===== src/rtl/transpose_buf_if.sv =====
// Stream bundle for transpose_buf: input beat handshake with frame mode,
// output beat handshake, and the sticky overflow flag.
interface transpose_buf_if #(
    parameter int DATA_W = 34,
    parameter int LANES  = 4
);
    logic                    in_valid;
    logic                    in_ready;
    logic [LANES*DATA_W-1:0] data_in;
    logic                    mode_tr;
    logic                    out_valid;
    logic                    out_ready;
    logic [LANES*DATA_W-1:0] data_out;
    logic                    ovf_err;

    // Upstream/downstream side: produces input beats and consumes output beats.
    modport master (
        output in_valid, data_in, mode_tr, out_ready,
        input  in_ready, out_valid, data_out, ovf_err
    );

    // Buffer side.
    modport slave (
        input  in_valid, data_in, mode_tr, out_ready,
        output in_ready, out_valid, data_out, ovf_err
    );
endinterface


===== src/rtl/transpose_buf.sv =====
// transpose_buf: ping-pong LANES x LANES frame buffer.
// A frame is LANES beats of LANES words. Each bank remembers the mode seen on
// its first beat; on readout a transpose frame emits column m as beat m, a
// bypass frame replays its input beats unchanged.
//
// Storage is one flat array addressed {bank, beat, lane} so both the row and
// the column read paths are plain indexed lookups with exact-width addresses.
module transpose_buf #(
    parameter int DATA_W = 34,
    parameter int LANES  = 4
) (
    input logic            clk,
    input logic            rst_n,
    transpose_buf_if.slave bus
);
    localparam int CW    = $clog2(LANES);
    localparam int AW    = 1 + 2 * CW;
    localparam int DEPTH = 2 * LANES * LANES;
    localparam int BW    = LANES * DATA_W;
    localparam logic [CW-1:0] LAST = CW'(LANES - 1);

    logic [DATA_W-1:0] mem [DEPTH];

    logic          wr_ptr;
    logic          rd_ptr;
    logic [CW-1:0] wr_cnt;
    logic [CW-1:0] rd_cnt;
    logic [1:0]    full;
    logic [1:0]    full_nxt;
    logic [1:0]    mode_q;
    logic          ovf_q;

    logic          accept;
    logic          xfer;
    logic          wr_last;
    logic          rd_last;
    logic [BW-1:0] rd_tr;
    logic [BW-1:0] rd_by;

    // A bank that is full is never the write target, and a bank that is not
    // full is never read, so a write and a read never collide on one bank.
    assign accept  = bus.in_valid & ~full[wr_ptr];
    assign xfer    = bus.out_ready & full[rd_ptr];
    assign wr_last = accept & (wr_cnt == LAST);
    assign rd_last = xfer & (rd_cnt == LAST);

    assign bus.in_ready  = ~full[wr_ptr];
    assign bus.out_valid = full[rd_ptr];
    assign bus.ovf_err   = ovf_q;
    assign bus.data_out  = full[rd_ptr] ? (mode_q[rd_ptr] ? rd_tr : rd_by) : '0;

    // Next full flags: completing a write and completing a read in the same
    // cycle touch different banks, so both updates land.
    always_comb begin
        full_nxt = full;
        if (rd_last) full_nxt[rd_ptr] = 1'b0;
        if (wr_last) full_nxt[wr_ptr] = 1'b1;
    end

    // Word storage: write every lane of an accepted beat into row wr_cnt.
    always_ff @(posedge clk) begin
        if (accept) begin
            for (int j = 0; j < LANES; j++) begin
                mem[AW'({wr_ptr, wr_cnt, CW'(j)})] <= bus.data_in[j*DATA_W +: DATA_W];
            end
        end
    end

    // Read paths: column rd_cnt (transpose) and row rd_cnt (bypass) of the read bank.
    always_comb begin
        rd_tr = '0;
        rd_by = '0;
        for (int k = 0; k < LANES; k++) begin
            rd_tr[k*DATA_W +: DATA_W] = mem[AW'({rd_ptr, CW'(k), rd_cnt})];
            rd_by[k*DATA_W +: DATA_W] = mem[AW'({rd_ptr, rd_cnt, CW'(k)})];
        end
    end

    // Write side control: beat counter, bank pointer and per-bank mode latch.
    always_ff @(posedge clk or negedge rst_n) begin
        if (!rst_n) begin
            wr_cnt <= '0;
            wr_ptr <= 1'b0;
            mode_q <= '0;
        end else if (accept) begin
            if (wr_cnt == '0) mode_q[wr_ptr] <= bus.mode_tr;
            wr_cnt <= wr_cnt + 1'b1;
            if (wr_last) wr_ptr <= ~wr_ptr;
        end
    end

    // Read side control: beat counter and bank pointer, advancing only on a transfer.
    always_ff @(posedge clk or negedge rst_n) begin
        if (!rst_n) begin
            rd_cnt <= '0;
            rd_ptr <= 1'b0;
        end else if (xfer) begin
            rd_cnt <= rd_cnt + 1'b1;
            if (rd_last) rd_ptr <= ~rd_ptr;
        end
    end

    // Bank occupancy flags.
    always_ff @(posedge clk or negedge rst_n) begin
        if (!rst_n) full <= '0;
        else        full <= full_nxt;
    end

    // Sticky overflow: a beat offered while the write bank is still full is dropped.
    always_ff @(posedge clk or negedge rst_n) begin
        if (!rst_n)                             ovf_q <= 1'b0;
        else if (bus.in_valid && full[wr_ptr])  ovf_q <= 1'b1;
    end
endmodule


===== src/flat_wrapper.sv =====
// flat-port wrapper written by rule: the top's interface ports become plain ports
module transpose_buf_flat 
#(
    parameter int DATA_W = 34,
    parameter int LANES  = 4
)
  (clk, rst_n, bus_in_valid, bus_data_in, bus_mode_tr, bus_out_ready, bus_in_ready, bus_out_valid, bus_data_out, bus_ovf_err);
  transpose_buf_if #(.DATA_W(DATA_W), .LANES(LANES)) bus_i ();
  input logic clk;
  input logic rst_n;
  input wire logic [$bits(bus_i.in_valid)-1:0] bus_in_valid;
  input wire logic [$bits(bus_i.data_in)-1:0] bus_data_in;
  input wire logic [$bits(bus_i.mode_tr)-1:0] bus_mode_tr;
  input wire logic [$bits(bus_i.out_ready)-1:0] bus_out_ready;
  output wire logic [$bits(bus_i.in_ready)-1:0] bus_in_ready;
  output wire logic [$bits(bus_i.out_valid)-1:0] bus_out_valid;
  output wire logic [$bits(bus_i.data_out)-1:0] bus_data_out;
  output wire logic [$bits(bus_i.ovf_err)-1:0] bus_ovf_err;
  assign bus_i.in_valid = bus_in_valid;
  assign bus_i.data_in = bus_data_in;
  assign bus_i.mode_tr = bus_mode_tr;
  assign bus_i.out_ready = bus_out_ready;
  assign bus_in_ready = bus_i.in_ready;
  assign bus_out_valid = bus_i.out_valid;
  assign bus_data_out = bus_i.data_out;
  assign bus_ovf_err = bus_i.ovf_err;
  transpose_buf #(.DATA_W(DATA_W), .LANES(LANES)) u_core (.clk(clk), .rst_n(rst_n), .bus(bus_i));
endmodule

===== config.mk =====
export PLATFORM = sky130hd
export DESIGN_NAME = transpose_buf_flat
export DESIGN_NICKNAME = d
export VERILOG_FILES = /design/src/rtl/transpose_buf_if.sv /design/src/rtl/transpose_buf.sv /design/src/flat_wrapper.sv
export SDC_FILE = /design/constraint.sdc
export NUM_CORES = 2
export LEC_CHECK = 0
export CAP_MARGIN = 10
export CORE_MARGIN = 2
export CORE_UTILIZATION = 60
export CTS_CLUSTER_SIZE = 25
export DETAILED_ROUTE_END_ITERATION = 16
export PLACE_DENSITY = 0.86
export SKIP_CTS_REPAIR_TIMING = 1
export SYNTH_ARGS = -nofsm -noshare
export SYNTH_HDL_FRONTEND = slang
export SYNTH_SLANG_ARGS = --single-unit

===== constraint.sdc =====
create_clock -name clk -period 16.5 [get_ports clk]
set_clock_uncertainty 0.05 [all_clocks]
set_input_delay 2.475 -clock clk [delete_from_list [all_inputs] [get_ports clk]]
set_output_delay 2.475 -clock clk [all_outputs]
set_load 0.02 [all_outputs]

==> run_results.csv <==
group,metric,value,unit
outcome,status,"finished, final reports clean",
detailed_routing,drcViolationCount,0,
synthesis,synthArstFlopShare,1.00,%
power,p_leak,18.1,nW
timing,fin_ws,8130,ps
timing,slew_viol_final,0,
flow_run,max_cap_viol_count,0,
floorplan,initial_core_util,60.7,%
floorplan,dieArea,85500,sq um
placed_design,io_buffers,279,
timing,finalHoldViolations,0,
clock_tree,clock-sinks,1099,
power,p_seq_share,32.5,%
detailed_routing,wire_per_inst,33.3,um
detailed_routing,ant_nets,0,
grt,grt_max_degree,223,
timing,fmax,119,MHz
clock_tree,cts_max_path_buffers,3,
clock_tree,cts_root_buffer,"clkbuf_16",
critical_path,slowest_stage,"o32ai_1",
clock_tree,clk_pin_slew,60,ps
synthesis,avgSynthCellArea,20.1,sq um
detailed_routing,vias,28300,
worst_hold_path,hp-class,"reg2reg",
power,cell_internal_pwr,0.00690,W
floorplan,io_pins,280,
synthesis,mappedNetlistArea,49900,sq um
critical_path,required,13980,ps
power,p_sw,0.00387,W
power,ir_worst_vdd,0.166,mV
power,sw_frac_of_total,35.9,%
clock_tree,cts_tree,"built",
placed_design,place_ws,8960,ps
grt,grt-ovfl-total,0,
timing,hold_slack,433,ps
critical_path,critical-path-max-stage-delay,940,ps
placed_design,place.gp.congestion,0.860,
clock_tree,htree_levels,3,
timing,fin_crit,8370,ps
synthesis,netlist_instances,2478,
synthesis,ys.flop_type,"edfxtp_1",
grt,grtUsageTotal,30.4,%
power,p_per_area,189,nW/um^2
layout,fillers,4878,
synthesis,synth_edf_count,1088,
timing,finalSetupViolCount,0,
clock_tree,clk_latency,660,ps
critical_path,end_kind,"output pin",
layout,syn2layout_area_growth,14.2,%
synthesis,synth_nets,2622,
layout,layout-drive-gt1-share,25.1,%
critical_path,path_common_cell,"buf_4",
floorplan,coreArea,82200,sq um
placed_design,dp_hpwl,74200,um
power,p_comb_share,44.8,%
grt,antenna_found_initial,20,
detailed_routing,firstDrtPassIters,5,
timing,max_slew_margin,15.4,%
synthesis,synth-seq-cells,1099,
detailed_routing,vias_per_cell,7.31,
placed_design,place_inst,3665,
layout,multi_input_area,16000,sq um
layout,finalNetCount,2849,
clock_tree,cts_buffers,108,
synthesis,yosys_warnings,0,
timing,rsz0062_at_grt,"false",
floorplan,die_w,292,um
floorplan,rows,105,
grt,grt_pass1_wl,192000,um
grt,grt_pass1_vias,29400,
timing,period_share,50.7,%
detailed_routing,dr.first_iter.drc_count,3629,
critical_path,crit_family,"buffers and inverters",
layout,final-seq-area,33000,sq um
synthesis,seq_area_frac_synth,66.0,%
critical_path,worstPathCellList,"buf_4 -> mux2_4 -> buf_4 -> nor2_1 -> o32ai_1 -> clkdlybuf4s50_1",
critical_path,worstPathMaxFanout,45,
layout,layout.cells.non_filler,3867,
detailed_routing,totalWireLength,129000,um
floorplan,die_h,292,um
critical_path,critical_path_buf_inv_count,3,
critical_path,cp.arrival,5850,ps
timing,worstMarginPinSlew,1270,ps
power,pwr-share-clk,22.6,%
critical_path,path_class,"reg2out",
critical_path,start_kind,"flop",
synthesis,ys_types,38,
[worst reg2reg max path, stage by stage (launching register included)]
cell	delay, ps
dfrtp_1	670
nand2b_1	340
nor3_2	250
buf_4	630
buf_4	910
[synth_stat cells, types with 2 or more instances]
cell      count  share of area, %
nor2b_1       2             0.025
buf_2       107               1.1
xnor2_1       2             0.035
nand2_1      59              0.44
mux2_2        3             0.068
o22ai_1      62              0.78
a211oi_1      9              0.14
o31ai_1       2             0.030
nor3_1        4             0.040
o21ai_0      47              0.47
o211ai_1      6             0.090
a22oi_1      85               1.3
buf_6        16              0.36
clkbuf_1     55              0.41
edfxtp_1   1088                65
mux4_2      479                22
a21oi_1      29              0.29
buf_4        15              0.23
nor4_1        3             0.038
o32ai_1      30              0.53
nor2_1       75              0.56
dfrtp_1      11              0.55
ha_1          3             0.075
buf_1         9             0.068
nand3_1       4             0.040
mux2i_1     255               5.1
nand2b_1      2             0.025
inv_1         6             0.045
[through the flow]
step           utilization [%]  TNS [ps]  area, sq um  power [W]
2_1_floorplan                -    -38280        49900    0.00677
3_3_place_gp              65.0         0        53500    0.00821
3_5_place_dp              65.0         0        53500    0.00833
4_1_cts                   69.3         0        57000     0.0108
5_1_grt                   69.3         0        57000     0.0112
6_report                  69.3         0        57000     0.0108
[cell families (layout without fill, tap and decap cells)]
logic type / count (synthesis) / after routing / share of synthesized area (%)
other: 0 / 8 / 0
multiplexers: 737 / 737 / 26.8
buffers and inverters: 209 / 520 / 2.20
XOR/XNOR: 2 / 2 / 0.0351
adder cells (fa/ha/maj): 3 / 3 / 0.0752
AND/OR/NAND/NOR: 153 / 153 / 1.23
AO/OA/AOI/OAI: 275 / 275 / 3.68
flip-flops: 1099 / 1099 / 66.0
[layout by cell type (no fill, tap or decap), drive strengths merged, types with 2 or more instances in the layout]
cell type	netlist	routed
mux2i	255	255
a22oi	85	85
ha	3	3
clkbuf	56	129
bufinv	0	11
mux4	479	479
dfrtp	11	11
nand2	60	60
clkdlybuf4s50	0	279
o31ai	2	2
o21ai	47	47
o32ai	30	30
o211ai	6	6
nand2b	2	2
clkinvlp	0	6
a211oi	9	9
mux2	3	3
inv	6	9
a21oi	29	29
edfxtp	1088	1088
nor4	3	3
nand3	4	4
buf	147	41
diode	0	8
xnor2	2	2
nor2	75	75
clkinv	0	45
nor2b	2	2
o22ai	62	62
nor3	4	4
[state kept, by name (all words and copies together), names as in the netlist]
register,flops
u_core.mode_q,2
u_core.wr_ptr,1
u_core.rd_ptr,1
u_core.wr_cnt,2
u_core.full,2
u_core.mem,1088
u_core.bus.ovf_err,1
u_core.rd_cnt,2
[final timing paths]
check                                   start            endpoint  slack, ps  cells past startpoint
max                          u_core.mode_q[1]   bus_data_out[108]       8130                      6
min                        u_core.bus.ovf_err  u_core.bus.ovf_err        430                      1
max reg2reg                     u_core.wr_ptr  u_core.mem[25][17]      13140                      4
min reg2reg                u_core.bus.ovf_err  u_core.bus.ovf_err        430                      1
max in group asynchronous               rst_n    u_core.mode_q[1]      13900                      1
min in group asynchronous               rst_n    u_core.rd_cnt[0]       2110                      1
[cell type report]
class                           instances  area share, %
Timing Repair Buffer                  320           5.59
Clock inverter                         65           1.11
Antenna cell                            8         0.0351
Inverter                                6         0.0439
Clock buffer                          129           4.99
Tap cell                             1070           2.35
Sequential cell                      1099           57.8
Multi-Input combinational cell       1170           28.0
[per-layer routing]
layer,share of wire [%],up-vias,global-route usage (%)
met4,4.0,26,12.5
li1,-,11200,-
met2,49,2014,49.0
met3,11,360,8.00
met1,36,14700,39.8
met5,0.13,-,0
[power by group through the flow]
stage	Sequential, W	Clock, W	Combinational [W]
6_report	0.00351	0.00244	0.00483
5_1_grt	0.00352	0.00257	0.00506
4_1_cts	0.00350	0.00246	0.00482
3_5_place_dp	0.00355	0	0.00477
3_3_place_gp	0.00353	0	0.00468
2_1_floorplan	0.00346	0	0.00331
No activity file was read; power rests on OpenSTA's default activity.
